File: config.mk
export PLATFORM = sky130hd
export DESIGN_NAME = cursor_gen_flat
export DESIGN_NICKNAME = d
export VERILOG_FILES = /design/src/rtl/cursor_gen_if.sv /design/src/rtl/cursor_gen.sv /design/src/flat_wrapper.sv
export SDC_FILE = /design/constraint.sdc
export NUM_CORES = 1
export LEC_CHECK = 0
export BUFFER_PORTS_ARGS = -buffer_cell sky130_fd_sc_hd__clkbuf_2
export CORE_MARGIN = 4
export CORE_UTILIZATION = 35
export CTS_CLUSTER_SIZE = 20
export DETAILED_ROUTE_END_ITERATION = 12
export PLACE_DENSITY = 0.82
export SETUP_SLACK_MARGIN = 0.4
export SLEW_MARGIN = 40
export SYNTH_ARGS = -nofsm -noshare
export SYNTH_HDL_FRONTEND = slang
export SYNTH_SLANG_ARGS = --single-unit
File: constraint.sdc
create_clock -name i_clk -period 1.07 [get_ports i_clk]
set_input_delay 0.0535 -clock i_clk [delete_from_list [all_inputs] [get_ports i_clk]]
set_output_delay 0.0535 -clock i_clk [all_outputs]
set_load 0.01 [all_outputs]
File: src/rtl/cursor_gen_if.sv
// Cursor generator bus: frame sync, cursor controls, raster coordinates in; cursor pixel and blink phase out.
// master = raster/video timing side, slave = cursor_gen.
interface cursor_gen_if #(
  parameter int COL_W = 6,
  parameter int ROW_W = 5,
  parameter int CHX_W = 3,
  parameter int CHY_W = 4
);
  logic             i_vsync;
  logic             i_en;
  logic [1:0]       i_mode;
  logic             i_blink_en;
  logic [COL_W-1:0] i_wr_cell_x;
  logic [ROW_W-1:0] i_wr_cell_y;
  logic [COL_W-1:0] i_cell_x;
  logic [ROW_W-1:0] i_cell_y;
  logic [CHX_W-1:0] i_char_x;
  logic [CHY_W-1:0] i_char_y;
  logic [CHY_W-1:0] i_h;
  logic             o_cursor;
  logic             o_phase;

  modport master (
    output i_vsync, i_en, i_mode, i_blink_en,
    output i_wr_cell_x, i_wr_cell_y, i_cell_x, i_cell_y,
    output i_char_x, i_char_y, i_h,
    input  o_cursor, o_phase
  );

  modport slave (
    input  i_vsync, i_en, i_mode, i_blink_en,
    input  i_wr_cell_x, i_wr_cell_y, i_cell_x, i_cell_y,
    input  i_char_x, i_char_y, i_h,
    output o_cursor, o_phase
  );
endinterface

File: src/rtl/cursor_gen.sv
// Text-mode cursor overlay: frame-counted blink, underline/block/bar shapes, one-cycle registered pixel.
// Optional macro CURSOR_MOVE_RESTART_EN restarts the blink cycle whenever the cursor cell moves.
module cursor_gen #(
  parameter int COL_W   = 6,
  parameter int ROW_W   = 5,
  parameter int CHX_W   = 3,
  parameter int CHY_W   = 4,
  parameter int BLINK_W = 5
) (
  input  logic        i_clk,
  input  logic        i_rst_n,
  cursor_gen_if.slave bus
);

  localparam logic [CHY_W-1:0] Y_LAST = '1;

  typedef enum logic [1:0] {
    MODE_NONE      = 2'd0,
    MODE_UNDERLINE = 2'd1,
    MODE_BLOCK     = 2'd2,
    MODE_BAR       = 2'd3
  } mode_e;

  logic               vsync_q;
  logic [BLINK_W-1:0] ctr_q;
  logic [BLINK_W-1:0] ctr_d;
  logic               cursor_q;
  logic               cursor_d;

  logic               frame_edge;
  logic               move;
  logic               visible;
  logic               hit;
  logic               shape;
  logic [CHY_W-1:0]   y_thresh;
  mode_e              mode;

  assign frame_edge = bus.i_vsync & ~vsync_q;
  assign mode       = mode_e'(bus.i_mode);

`ifdef CURSOR_MOVE_RESTART_EN
  logic [COL_W-1:0] wr_x_q;
  logic [ROW_W-1:0] wr_y_q;

  assign move = (bus.i_wr_cell_x != wr_x_q) | (bus.i_wr_cell_y != wr_y_q);

  always_ff @(posedge i_clk or negedge i_rst_n) begin
    if (!i_rst_n) begin
      wr_x_q <= '0;
      wr_y_q <= '0;
    end else if (move) begin
      wr_x_q <= bus.i_wr_cell_x;
      wr_y_q <= bus.i_wr_cell_y;
    end
  end
`else
  assign move = 1'b0;
`endif

  // A move wins over a simultaneous frame edge so the cursor starts a fresh visible half-period.
  always_comb begin
    ctr_d = ctr_q;
    if (move) begin
      ctr_d = '0;
    end else if (frame_edge) begin
      ctr_d = ctr_q + BLINK_W'(1);
    end
  end

  assign visible = bus.i_blink_en ? ~ctr_q[BLINK_W-1] : 1'b1;
  assign hit     = (bus.i_cell_x == bus.i_wr_cell_x) & (bus.i_cell_y == bus.i_wr_cell_y);

  // Underline grows upward from the bottom line: i_h = 0 is one line, all-ones fills the cell.
  assign y_thresh = Y_LAST - bus.i_h;

  always_comb begin
    shape = 1'b0;
    case (mode)
      MODE_UNDERLINE: shape = (bus.i_char_y >= y_thresh);
      MODE_BLOCK:     shape = 1'b1;
      MODE_BAR:       shape = (bus.i_char_x <= bus.i_h[CHX_W-1:0]);
      default:        shape = 1'b0;
    endcase
  end

  assign cursor_d = bus.i_en & visible & hit & shape;

  // Previous-vsync resets high so a vsync held through reset release is not counted.
  always_ff @(posedge i_clk or negedge i_rst_n) begin
    if (!i_rst_n) begin
      vsync_q  <= 1'b1;
      ctr_q    <= '0;
      cursor_q <= 1'b0;
    end else begin
      vsync_q  <= bus.i_vsync;
      ctr_q    <= ctr_d;
      cursor_q <= cursor_d;
    end
  end

  assign bus.o_cursor = cursor_q;
  assign bus.o_phase  = visible;

endmodule

File: src/flat_wrapper.sv
// flat-port wrapper written by rule: the top's interface ports become plain ports
module cursor_gen_flat 
#(
  parameter int COL_W   = 6,
  parameter int ROW_W   = 5,
  parameter int CHX_W   = 3,
  parameter int CHY_W   = 4,
  parameter int BLINK_W = 5
)
  (i_clk, i_rst_n, bus_i_vsync, bus_i_en, bus_i_mode, bus_i_blink_en, bus_i_wr_cell_x, bus_i_wr_cell_y, bus_i_cell_x, bus_i_cell_y, bus_i_char_x, bus_i_char_y, bus_i_h, bus_o_cursor, bus_o_phase);
  cursor_gen_if #(.COL_W(COL_W), .ROW_W(ROW_W), .CHX_W(CHX_W), .CHY_W(CHY_W)) bus_i ();
  input  logic i_clk;
  input  logic i_rst_n;
  input wire logic [$bits(bus_i.i_vsync)-1:0] bus_i_vsync;
  input wire logic [$bits(bus_i.i_en)-1:0] bus_i_en;
  input wire logic [$bits(bus_i.i_mode)-1:0] bus_i_mode;
  input wire logic [$bits(bus_i.i_blink_en)-1:0] bus_i_blink_en;
  input wire logic [$bits(bus_i.i_wr_cell_x)-1:0] bus_i_wr_cell_x;
  input wire logic [$bits(bus_i.i_wr_cell_y)-1:0] bus_i_wr_cell_y;
  input wire logic [$bits(bus_i.i_cell_x)-1:0] bus_i_cell_x;
  input wire logic [$bits(bus_i.i_cell_y)-1:0] bus_i_cell_y;
  input wire logic [$bits(bus_i.i_char_x)-1:0] bus_i_char_x;
  input wire logic [$bits(bus_i.i_char_y)-1:0] bus_i_char_y;
  input wire logic [$bits(bus_i.i_h)-1:0] bus_i_h;
  output wire logic [$bits(bus_i.o_cursor)-1:0] bus_o_cursor;
  output wire logic [$bits(bus_i.o_phase)-1:0] bus_o_phase;
  assign bus_i.i_vsync = bus_i_vsync;
  assign bus_i.i_en = bus_i_en;
  assign bus_i.i_mode = bus_i_mode;
  assign bus_i.i_blink_en = bus_i_blink_en;
  assign bus_i.i_wr_cell_x = bus_i_wr_cell_x;
  assign bus_i.i_wr_cell_y = bus_i_wr_cell_y;
  assign bus_i.i_cell_x = bus_i_cell_x;
  assign bus_i.i_cell_y = bus_i_cell_y;
  assign bus_i.i_char_x = bus_i_char_x;
  assign bus_i.i_char_y = bus_i_char_y;
  assign bus_i.i_h = bus_i_h;
  assign bus_o_cursor = bus_i.o_cursor;
  assign bus_o_phase = bus_i.o_phase;
  cursor_gen #(.COL_W(COL_W), .ROW_W(ROW_W), .CHX_W(CHX_W), .CHY_W(CHY_W), .BLINK_W(BLINK_W)) u_core (.i_clk(i_clk), .i_rst_n(i_rst_n), .bus(bus_i));
endmodule
; ---- Word level (Yosys, flattened, before mapping)
; Cells that the tools add are included.
[op_classes]
addsub = 2
mul = 0
div = 0
n_lt_le_gt_ge = 2
n_eq_ne = 5
n_shift = 0
n_mux = 2
bitwise_logic = 7
n_reduce_logical = 0
[op_table]
columns = cell, n
row1 = $eq 6x6->1, 1
row2 = $add 5x1->5 const B, 1
row3 = $and 1x1->1, 5
row4 = $eq 5x5->1, 1
row5 = $eq 2x2->1 const B, 2
row6 = $ge 4x4->1, 1
row7 = $sub 4x4->4 const A, 1
row8 = $le 3x3->1, 1
row9 = $pmux 1 s3, 1
row10 = $eq 2x1->1 const B, 1
row11 = $not 1->1, 2
row12 = $mux 1, 1
[word_totals]
reg_bits = 7
latch_bits = 0
ramBits = 0
mem_bits_ro = 0
elab_cells = 21
mem_count = 0

; ---- Depth between registers and ports, before layout
; Gate-level depths: netlist of run 1.
[depth]
ltp_word = 5
ltp_mapped = 6
depth_no_buf = 6

; ---- Worst setup path before layout of run 1
; OpenSTA, ideal clock, no wires.
[synth_timing]
path_type = register to register
startpoint = reg u_core.vsync_q
endpoint = reg u_core.ctr_q[1]
setup_time_ns = 0.125
t_arrival_ns = 0.954
required_ns = 0.945
slack_ns = -0.009
stages_incl_launch_ff = 3
path_buffers = 0
synth_period_minus_slack_ns = 1.079
path_cell_list = dfstp_2 -> nor2b_1 -> mux2_2
[synth_via]
elab_chain_cells = 2
[synth_rtl]
columns = item, line
row1 = "start, declared", cursor_gen.sv:24  ; logic vsync_q;
row2 = "start signal, assigned", cursor_gen.sv:95  ; vsync_q <= bus.i_vsync;
row3 = $not 1->1, cursor_gen.sv:38  ; assign frame_edge = bus.i_vsync & ~vsync_q;
row4 = $and 1x1->1, cursor_gen.sv:38
row5 = "end signal, assigned", cursor_gen.sv:96  ; ctr_q <= ctr_d;
row6 = "end, declared", cursor_gen.sv:25  ; logic [BLINK_W-1:0] ctr_q;
; No other way between the ends.
; A chain may end at the register's enable or synchronous reset.

; ---- Worst setup path after layout of run 1
[layout_timing]
startpoint = reg u_core.ctr_q[1]
endpoint = reg u_core.ctr_q[1]
[layout_via]
elab_chain_cells = 1
[layout_rtl]
columns = item, line
row1 = $add 5x1->5, cursor_gen.sv:66  ; ctr_d = ctr_q + BLINK_W'(1);
; No other way between the ends.

==> metrics, run 1 <==
port bufs 41; CTS tree done; Area contributors post-synth dfrtp_1 (27%), xnor2_1 (22%), ha_1 (18%); leakage 0.0004722 uW; adder-cell share of the synthesized area 17.82%; Synth top area share 26.73%; Rel. slew slack 86.10%; Ant. Diodes 0; final net count 158; Post-Synth XOR/XNOR Area 23.39%; vias per cell 4.624; Yosys cell types 19; GRT overflow 0; Reg clk slew, reported paths 0.05 ns; vias in the first global route 502; Yosys reg bits 7; worst slew pin tran 0.2068 ns; fin crit period 1.015 ns; final WL 1358 um; maximum VDD drop 0.001128 V; Core ar. 0.001506 mm^2; commonest non-fill, non-tap cell in the layout clkbuf_2; Worst Slack Setup Final 0.05476 ns; power per cell area 1341 mW/mm^2; skew final 0.001976 ns; DRC Markers 0; most frequent cells in the layout clkbuf_2 (40), xnor2_1 (14), ha_1 (6), buf_4 (6), dfrtp_1 (6); ANT nets after route 0; Compound-Gate Fraction of Synth Area 8.686%; pre-CTS setup slack -0.07934 ns; CP required 1.20 ns; die height 48.07 um; Yosys Warn Count 0; Arr. time, crit path 1.15 ns; Slew Limit Fails 0; Synth Instances 56; register area share after synthesis 31.40%; net count of the mapped netlist 104; MaxCap Viol Count 0; Startpoint Class register; Initial Utilization 37.29%; Final GP Congestion 0.6635; total chip power 1240 uW; Post-Synth Simple-Gate Area 12.69%; H-tree depth 1; CP Capture Type register; initial antenna violation count 0; chip width 48.07 um; HPWL Detailed 1166 um; Max Root-Sink Buffers 2; WL/cell 10.86 um; TritonCTS buffer count 3; Crit Path Max Fanout 2; WS Path Type register to register; Skew-Pair Late Insertion Delay 0.25 ns; I/O pin cnt 42; Tcrit/Tclk final 94.88%; post-synthesis mux area share 2.004%; DRT Pass-1 Iters 1; Yosys top cell by area dfrtp_1; Syn-to-layout area delta 64.59%; share of layout cells above drive strength 1 53.21%; Tot GR Track Use 11.46%; FP Rows 14; fmax 985.0 MHz; global-route wire length before repair 1849 um; largest family of logic cells by synthesized area XOR/XNOR gates; # setup viols final 0; Synth Area per Inst 10.03 um^2; final hold violations 0; largest net degree at the start of global routing 8; clk sinks 7; Syn Std Cell Area 561.8 um^2; Hold/Removal Path Class primary input to register; RSZ-0062 raised after global routing yes; DIE AREA 0.002310 mm^2; DR vias 578; status completed; CTS root buffer clkbuf_4; 1st-iter DRT viols 0
==> area by class of cell <==
cell class,count,area [um^2]
repair buffers,49,276.5
clock buffers,4,26.28
well taps,16,20.02
inverters,6,27.53
multi-input cells,43,397.9
flip-flops and latches,7,176.4
fillers,136,581.8
==> critical path: stages (launching register included) <==
cell	delay, ns
dfrtp_1	0.41
ha_4	0.24
mux2_2	0.25
==> cell usage after synthesis (all sizes together) <==
cell	instances
a21oi	1
dfrtp	6
dfstp	1
ha	8
inv	6
mux2	1
nand2	2
nand3	2
nand4	4
nor2	1
nor2b	2
nor4	1
o2111ai	1
o211ai	1
o21a	1
o21ai	2
o311a	1
xnor2	14
xor2	1
==> layer usage <==
layer	global-route usage [%]	routed length [um]	part of all wire, %
met1	14.77	486	36
met2	17.68	751	55
met3	4.511	106	7.8
met4	3.226	14	1.0
met5	0	0	0
==> flip-flops by register name, indices dropped and copies added, names as in the netlist <==
name / count
u_core.bus.o_cursor: 1
u_core.ctr_q: 5
u_core.vsync_q: 1
==> what timing repair did <==
| action | in CTS | in global routing |
|---|---|---|
| pin swaps | 3 | 2 |
| setup endpoints to repair | 8 | 8 |
| resized for setup | 1 | 2 |
| endpoints found under the hold margin | 8 | 0 |
| setup buffers | 2 | 2 |
| cloned | 0 | 0 |
| hold buffers | 2 | 0 |
==> power breakdown <==
group	leakage, uW	total, uW	internal (uW)	switching, uW
logic	0.000372	545	352	193
registers	0.0000847	458	367	90.6
clock network	0.0000150	237	142	94.6
total	0.000472	1240	861	378
==> final timing paths <==
path	startpoint	cells after the start	slack (ns)	end
worst max-delay path	u_core.ctr_q[1]$_DFFE_PN0P_	2	0.05	u_core.ctr_q[1]$_DFFE_PN0P_
worst min-delay path	bus_i_mode[1]	2	0.11	u_core.bus.o_cursor$_DFF_PN0_
worst max register to register	u_core.ctr_q[1]$_DFFE_PN0P_	2	0.05	u_core.ctr_q[1]$_DFFE_PN0P_
worst min register to register	u_core.ctr_q[3]$_DFFE_PN0P_	1	0.49	u_core.ctr_q[3]$_DFFE_PN0P_
max in group asynchronous	i_rst_n	2	0.67	u_core.vsync_q$_DFF_PN1_
min in group asynchronous	i_rst_n	2	0.17	u_core.ctr_q[0]$_DFFE_PN0P_
==> kinds of logic (layout without fill, tap and decap cells) <==
kind of cell,Yosys count,after routing
flops,7,7
compound gates,7,7
xor+xnor,15,15
buf+inv,6,59
simple gates,12,12
mux,1,1
fa+ha+maj,8,8
==> through the flow <==
step | TNS, ns | instance area (um^2) | hold WS, ns | utilization (%) | instances
after floorplan | 0 | 591.8 | -0.2421 | - | 56
after global placement | -0.06396 | 832.0 | -0.1060 | 55.23 | 115
after detailed placement | -0.07934 | 832.0 | -0.1011 | 55.23 | 115
after CTS | 0 | 903.4 | 0.09367 | 59.97 | 123
after global routing | 0 | 924.6 | 0.1040 | 61.38 | 125
final | 0 | 924.6 | 0.1089 | 61.38 | 125
(Power assumes the default switching activity.)
==> run 2: changes to the inputs <==
RECOVER_POWER = 25   (was default)
==> run 2 against run 1 <==
  * Sequential share of layout area about the same
  * Non-clock buffer count unchanged
  * Critical path type unchanged
  * Maximum frequency up 0.25%
  * Clock skew is essentially flat
  * Register-to-register slack barely moved
  * Largest power group unchanged
  * Sequential cell count did not move
  * Hold slack is essentially flat
  * Worst setup slack gained 0.0026 ns
  * Highest routed layer unchanged
  * Count of clock-buffer cells in the layout unchanged
  * Final cell count unchanged
  * Utilization down 0.083 points
==> metrics, run 2 (synthesis gave the netlist of run 1 again) <==
TritonCTS buffer count 3 (unchanged); Syn-to-layout area delta 64.37%; Biggest register u_core.ctr_q; die height 48.07 um (unchanged); Slew Limit Fails 0 (unchanged); WP depth 2 (unchanged); Reg clk slew, reported paths 0.05 ns (about the same); chip width 48.07 um (unchanged); Clock Power Share 19.2% (about the same); Initial Utilization 37.29% (unchanged); vias per cell 4.624 (unchanged); final WL 1360 um (+0.15%); initial antenna violation count 0 (unchanged); fmax 987.5 MHz (+0.25%); Final Cell Area 923.4 um^2 (-0.14%); ANT nets after route 0 (unchanged); global-route wire length before repair 1849 um (unchanged); Rel. slew slack 74.85% (-11 points); Psw 377.6 uW (-0.14%); Skew-Pair Late Insertion Delay 0.25 ns (about the same); final net count 158 (unchanged); power per cell area 1341 mW/mm^2 (about the same); Critical-path top delay cell dfrtp_1; Top Family by Delay on Critical Path flip-flops; DRT Pass-1 Iters 1 (unchanged); Arr. time, crit path 1.14 ns (about the same); # setup viols final 0 (unchanged); worst path cell trace ha_4 > mux2_2; Crit Path Max Fanout 2 (unchanged); fin crit period 1.013 ns (-0.002572 ns); Final GP Congestion 0.6635 (unchanged); FP Rows 14 (unchanged); sequential share of power 37.0% (about the same); Worst Slack Setup Final 0.05733 ns (+0.002572 ns); pre-CTS setup slack -0.07934 ns (unchanged); largest net degree at the start of global routing 8 (unchanged); CTS root buffer clkbuf_4; DIE AREA 0.002310 mm^2 (unchanged); DR vias 578 (unchanged); CTS tree done; status completed; Hold Path Depth 2 (unchanged); Ant. Diodes 0 (unchanged); WL/cell 10.88 um (+0.15%); Hold/Removal Path Class primary input to register; total chip power 1238 uW (about the same); most frequent cells in the layout clkbuf_2 (39), xnor2_1 (14), ha_1 (6), buf_4 (6), dfrtp_1 (6); final hold violations 0 (unchanged); DRC Markers 0 (unchanged); port bufs 41 (unchanged); post-route setup TNS 0 ns (unchanged); H-tree depth 1 (unchanged); vias in the first global route 502 (unchanged); HPWL Detailed 1166 um (unchanged); Tot GR Track Use 11.46% (unchanged); R2R depth 2 (unchanged); commonest non-fill, non-tap cell in the layout clkbuf_2; MaxCap Viol Count 0 (unchanged); Internal 860.9 uW (about the same); CP Capture Type register; DP Area 832.0 um^2 (unchanged); Startpoint Class register; Core ar. 0.001506 mm^2 (unchanged); GRT overflow 0 (unchanged); clk sinks 7 (unchanged); crit path buf inv count 0 (unchanged); Tcrit/Tclk final 94.64% (-0.24 points); WS Path Type register to register; I/O pin cnt 42 (unchanged); RSZ-0062 raised after global routing yes; skew final 0.002416 ns (+0.0004398 ns); leakage 0.0004692 uW (-0.63%); part of the power in combinational logic 43.9% (about the same); Final Core Density 61.30% (-0.083 points); Largest register FFs 5 (unchanged); 1st-iter DRT viols 0 (unchanged); CP required 1.20 ns (about the same); Net Sw Frac 30.49% (about the same); worst slew pin tran 0.3773 ns (+0.1705 ns); Max Root-Sink Buffers 2 (unchanged); share of layout cells above drive strength 1 52.29% (-0.92 points); maximum VDD drop 0.001129 V (+0.12%); biggest cell delay along the critical path 0.40 ns (about the same)
## run 2: cell counts in the layout (fill, tap and decap cells not counted)
No cell type changed its count.
## run 2: power groups by stage
stage | Combinational, uW | Sequential [uW] | Clock (uW)
6_report | 543 | 458 | 237
2_1_floorplan | 227 | 440 | 0
4_1_cts | 487 | 454 | 250
3_3_place_gp | 381 | 444 | 0
3_5_place_dp | 402 | 451 | 0
5_1_grt | 609 | 465 | 277
## run 2: through the flow
step	cells	hold slack, ns
floorplan	56	-0.2421
global placement	115	-0.1060
detailed placement	115	-0.1011
CTS	123	0.09367
global route	125	0.1040
finish	125	0.1087
## run 2: path summary, 6_finish.rpt
| kind | slack, ns | end | startpoint |
|---|---|---|---|
| hold / removal | 0.11 | u_core.bus.o_cursor$_DFF_PN0_ | bus_i_mode[1] |
| hold reg to reg | 0.49 | u_core.ctr_q[3]$_DFFE_PN0P_ | u_core.ctr_q[3]$_DFFE_PN0P_ |
| max in group asynchronous | 0.54 | u_core.vsync_q$_DFF_PN1_ | i_rst_n |
| setup reg to reg | 0.06 | u_core.ctr_q[1]$_DFFE_PN0P_ | u_core.ctr_q[1]$_DFFE_PN0P_ |
| min in group asynchronous | 0.23 | u_core.ctr_q[0]$_DFFE_PN0P_ | i_rst_n |
| setup / recovery | 0.06 | u_core.ctr_q[1]$_DFFE_PN0P_ | u_core.ctr_q[1]$_DFFE_PN0P_ |
## run 2: per-layer routing
layer	GRT usage, %	vias up	part of all wire (%)
li1	-	302	-
met1	14.77	251	36
met3	4.511	2	7.8
met2	17.68	23	55
met4	3.226	0	1.0
met5	0	-	0
## run 2: repair_timing
action / 4_1_cts / 5_1_grt
hold buffers: 2 / 0
cloned: 0 / 0
setup endpoints to repair: 8 / 8
endpoints found under the hold margin: 8 / 0
buffers inserted: 2 / 2
resized for setup: 1 / 2
pin swaps: 3 / 2
## run 2: area by class of cell
type / instances / area (um^2)
fill: 137 / 583.1
multi-input combinational: 43 / 397.9
timing repair buffer: 49 / 275.3
sequential: 7 / 176.4
inverter: 6 / 27.53
clock buffer: 4 / 26.28
tap: 16 / 20.02
